`src/rtl/serial_mag_comp_pkg.sv`:
```
// Shared types for the serial magnitude comparator: FSM states and the
// 2-bit relation encoding used by both the digit slice and the running verdict.
package serial_mag_comp_pkg;

  typedef enum logic [1:0] {
    IDLE = 2'b00,
    SCAN = 2'b01,
    DONE = 2'b10
  } state_e;

  typedef enum logic [1:0] {
    REL_EQ = 2'b00,
    REL_LT = 2'b01,
    REL_GT = 2'b10
  } rel_e;

  // One-hot {gt, eq, lt} view of a relation; the unused code maps to EQ.
  function automatic logic [2:0] rel_flags(input rel_e r);
    logic [2:0] f;
    case (r)
      REL_GT:  f = 3'b100;
      REL_EQ:  f = 3'b010;
      REL_LT:  f = 3'b001;
      default: f = 3'b010;
    endcase
    return f;
  endfunction

endpackage

```
`src/rtl/serial_mag_comp_slice.sv`:
```
// 2-bit combinational comparator slice: relation of digit a against digit b.
module comp2_slice
  import serial_mag_comp_pkg::*;
(
  input  logic [1:0] a,
  input  logic [1:0] b,
  output rel_e       rel
);

  // Relation of one digit pair.
  always_comb begin
    rel = REL_EQ;
    if (a > b) begin
      rel = REL_GT;
    end else if (a < b) begin
      rel = REL_LT;
    end else begin
      rel = REL_EQ;
    end
  end

endmodule

```
`src/rtl/serial_mag_comp.sv`:
```
// Serial MSB-first magnitude comparator built on comp2_slice.
// Optional feature: CMP_EARLY_EXIT_EN finishes on the first unequal digit.
module serial_mag_comp
  import serial_mag_comp_pkg::*;
#(
  parameter int NUM_DIGITS = 4
) (
  input  logic       clk,
  input  logic       rst,
  input  logic       start,
  input  logic       in_valid,
  input  logic [1:0] a_dig,
  input  logic [1:0] b_dig,
  output logic       in_ready,
  output logic       busy,
  output logic       out_valid,
  output logic       gt,
  output logic       eq,
  output logic       lt
);

  localparam int CNT_W = $clog2(NUM_DIGITS + 1);
  localparam logic [CNT_W-1:0] LAST_CNT = CNT_W'(NUM_DIGITS - 1);

  state_e           state_r;
  state_e           state_s;
  logic [CNT_W-1:0] cnt_r;
  logic [CNT_W-1:0] cnt_s;
  rel_e             rel_r;
  rel_e             rel_s;
  rel_e             slice_rel_s;
  logic             early_s;

  comp2_slice u_slice (
    .a   (a_dig),
    .b   (b_dig),
    .rel (slice_rel_s)
  );

`ifdef CMP_EARLY_EXIT_EN
  assign early_s = (rel_r == REL_EQ) && (slice_rel_s != REL_EQ);
`else
  assign early_s = 1'b0;
`endif

  // Next-state, digit counter and running relation.
  always_comb begin
    state_s = state_r;
    cnt_s   = cnt_r;
    rel_s   = rel_r;
    case (state_r)
      IDLE: begin
        if (start) begin
          state_s = SCAN;
          cnt_s   = {CNT_W{1'b0}};
          rel_s   = REL_EQ;
        end else begin
          state_s = IDLE;
        end
      end
      SCAN: begin
        if (in_valid) begin
          // Only the first unequal digit may change the verdict.
          if (rel_r == REL_EQ) begin
            rel_s = slice_rel_s;
          end else begin
            rel_s = rel_r;
          end
          cnt_s = cnt_r + CNT_W'(1);
          if ((cnt_r == LAST_CNT) || early_s) begin
            state_s = DONE;
          end else begin
            state_s = SCAN;
          end
        end else begin
          state_s = SCAN;
        end
      end
      DONE: begin
        state_s = IDLE;
      end
      default: begin
        state_s = IDLE;
      end
    endcase
  end

  // State, datapath and registered output decodes.
  always_ff @(posedge clk or posedge rst) begin
    if (rst) begin
      state_r   <= IDLE;
      cnt_r     <= {CNT_W{1'b0}};
      rel_r     <= REL_EQ;
      in_ready  <= 1'b0;
      busy      <= 1'b0;
      out_valid <= 1'b0;
      gt        <= 1'b0;
      eq        <= 1'b0;
      lt        <= 1'b0;
    end else begin
      state_r   <= state_s;
      cnt_r     <= cnt_s;
      rel_r     <= rel_s;
      in_ready  <= (state_s == SCAN);
      busy      <= (state_s != IDLE);
      out_valid <= (state_s == DONE);
      if (state_s == DONE) begin
        {gt, eq, lt} <= rel_flags(rel_s);
      end
    end
  end

endmodule

```
`config.mk`:
```
export PLATFORM = sky130hd
export DESIGN_NAME = serial_mag_comp
export DESIGN_NICKNAME = d
export VERILOG_FILES = /design/src/rtl/serial_mag_comp_pkg.sv /design/src/rtl/serial_mag_comp_slice.sv /design/src/rtl/serial_mag_comp.sv
export SDC_FILE = /design/constraint.sdc
export NUM_CORES = 1
export LEC_CHECK = 0
export ABC_AREA = 1
export CAP_MARGIN = 10
export CORE_MARGIN = 10
export CORE_UTILIZATION = 35
export CTS_CLUSTER_SIZE = 10
export DETAILED_ROUTE_END_ITERATION = 16
export DONT_BUFFER_PORTS = 1
export PLACE_DENSITY_LB_ADDON = 0.1
export SYNTH_ARGS = -nofsm -noshare
export SYNTH_HDL_FRONTEND = slang
export SYNTH_SLANG_ARGS = --single-unit
```
`constraint.sdc`:
```
create_clock -name clk -period 1.4 [get_ports clk]
set_input_delay 0.28 -clock clk [delete_from_list [all_inputs] [get_ports clk]]
set_output_delay 0.28 -clock clk [all_outputs]
set_load 0.02 [all_outputs]
```
==> results.ini <==
[drt]
vias = 460
routed_wirelength_um = 1200
detail-route-antenna-nets = 0
routed_via_density = 4.22
post-route-drc-count = 0
drt-pass1-iter-count = 4
drt_iter0_markers = 9
wl_per_cell_um = 11.0

[clocking]
cts-root-buf = clkbuf_4
cts_buffers = 3
clk_latency_ps = 280
clock_path_buffers = 2
tritoncts = built
cts_max_level = 1
path_clk_slew_ps = 80
cts_sinks = 13

[setup_path]
end_kind = register
worstSetupStartpointType = register
crit_fanout = 3
setup.worst_path.class = register to register
arrival_ps = 1490
worst-path-buf-inv = 1
r2r_cells = 7
critPathRequiredTime_ps = 1580
path_depth = 7
max_stage_delay_ps = 420
cp_slowest_cell = dfrtp_1
cp_cell_sequence = nor2_2 > a21oi_1 > inv_1 > nand2_1 > ha_1 > nand2_1 > nand2_1
crit_top_cell = nand2_1
critical_path.top_delay_family = flip-flops
r2r_slack_ps = 80

[power]
power_mw = 1.42
leakagePower_nw = 0.406
p_per_area_mw_per_mm2 = 1890
ir_drop_uv = 502

[floorplan]
core_region_area_mm2 = 0.00175
pin_count = 14
die_y_um = 63.0
rows = 15
start_util_pct = 37.0
die_w_um = 63.0
dieArea_mm2 = 0.00396

[grt]
grt_pass1_wl_um = 1960
grt_max_degree = 14
grt_use_total_pct = 6.26
grt_pass1_vias = 458
antenna_found_initial = 0
grt_overflow_total = 0

[sta]
tns_ps = 0
finalCritPeriodShare_pct = 94.1
tightest_slew_ps = 488
finalHoldViolCount = 0
final.min_clock_period_ps = 1320
max_slew_margin_pct = 67.4
whs_ps = 133
fin_skew_ps = 0.813
fmaxAchievable_mhz = 759
slew_violations = 0
setup_violations = 0

[yosys]
ys.flop_type = dfrtp_1
synth.area.top_cells = dfrtp_1 (50%), nand2_1 (14%), ha_1 (12%)
synthArstFlopShare_pct = 100
syn_area_um2 = 646
synth_edf_count = 0
synth.avg_cell_area_um2 = 8.38
seq_area_frac_synth_pct = 50.4
yosysWarningCount = 0
synth_common_cells = nand2_1 (24), inv_1 (15), dfrtp_1 (13)
synth_cell_types = 12
yosysMostFrequentCell = nand2_1
ys_ff_latch = 13
syn_inst = 77
synth_nets = 91
synth_area_leader_cell = dfrtp_1
synth.top_cell.area_share_pct = 50.4

[min_path]
hold_path_class = input port to register
whs_path_depth = 2

[cells_and_area]
drive_above_1_share_pct = 15.5
postLayoutCoreUtil_pct = 43.2
synthToLayoutAreaGrowth_pct = 16.7
antenna_cells = 0
fin_nets = 99

[run_status]
status = completed

[placement]
hpwl_um = 939
port_buffers = 0
place_congestion = 0.746

[job]
drv_cap = 0

==> cell type report <==
cell class | count | area [µm²]
fillers | 186 | 992
inverters | 16 | 60.1
multi-input cells | 48 | 285
clock buffers | 4 | 26.3
flip-flops and latches | 13 | 325
well taps | 25 | 31.3
repair buffers | 3 | 25.0
==> placed cells by master, fill, tap and decap left out <==
cell type / synthesis / layout
nor2_1: 4 / 1
o21ai_0: 3 / 3
inv_2: 1 / 2
nand3_1: 4 / 3
nand2_1: 24 / 24
a21oi_1: 4 / 4
buf_4: 0 / 2
nand2_2: 1 / 1
nand3_4: 0 / 1
nor2_2: 0 / 2
clkbuf_4: 0 / 3
clkbuf_1: 0 / 1
nor2_4: 1 / 2
nand3b_1: 1 / 1
ha_1: 6 / 6
inv_1: 15 / 14
dfrtp_1: 13 / 13
dlygate4sd3_1: 0 / 1
==> power by group <==
group	switching, mW	leakage [nW]	internal (mW)	total (mW)
logic	0.295	0.231	0.195	0.490
clock network	0.127	0.0150	0.111	0.238
registers	0.174	0.160	0.520	0.694
total	0.595	0.406	0.826	1.42
==> flip-flops by register name, summed over array words and instances (netlist names) <==
signal,flops
rel_r,2
cnt_r,3
in_ready,1
busy,1
out_valid,1
eq,1
lt,1
state_r,2
gt,1
==> final timing paths <==
path                             from        end
max                        state_r[1]         eq
min in group asynchronous         rst  out_valid
min                             start       busy
max in group asynchronous         rst         lt
max reg2reg                state_r[1]         eq
min reg2reg                  cnt_r[1]   cnt_r[1]
==> metrics by stage <==
stage               setup WS (ps)  instances  instance area, µm²
finish                       82.9        109                 753
global route                -9.66        109                 753
CTS                          52.5        108                 721
detailed placement          -14.9        103                 684
global placement            -31.5        103                 684
floorplan                    58.3         77                 646
==> what timing repair did <==
action                     CTS  global route
gates resized for setup      0             7
hold buffers                 1             0
hold endpoints to repair    13             0
buffers inserted             0             1
setup endpoints to repair    0             1
==> kinds of logic after synthesis <==
kind of cell / share of synthesized area (%)
adder cells (fa/ha/maj): 11.6
flip-flops: 50.4
AND/OR/NAND/NOR: 23.3
AO/OA/AOI/OAI: 5.43
buffers and inverters: 9.30
==> layer usage <==
layer / vias to the layer above / track usage (%) / wire length, µm
met5: - / 0 / 0
li1: 247 / - / -
met3: 2 / 3.76 / 92
met1: 197 / 7.30 / 572
met4: 0 / 3.35 / 25
met2: 14 / 8.63 / 510
Power figures use the tool's default switching activity.
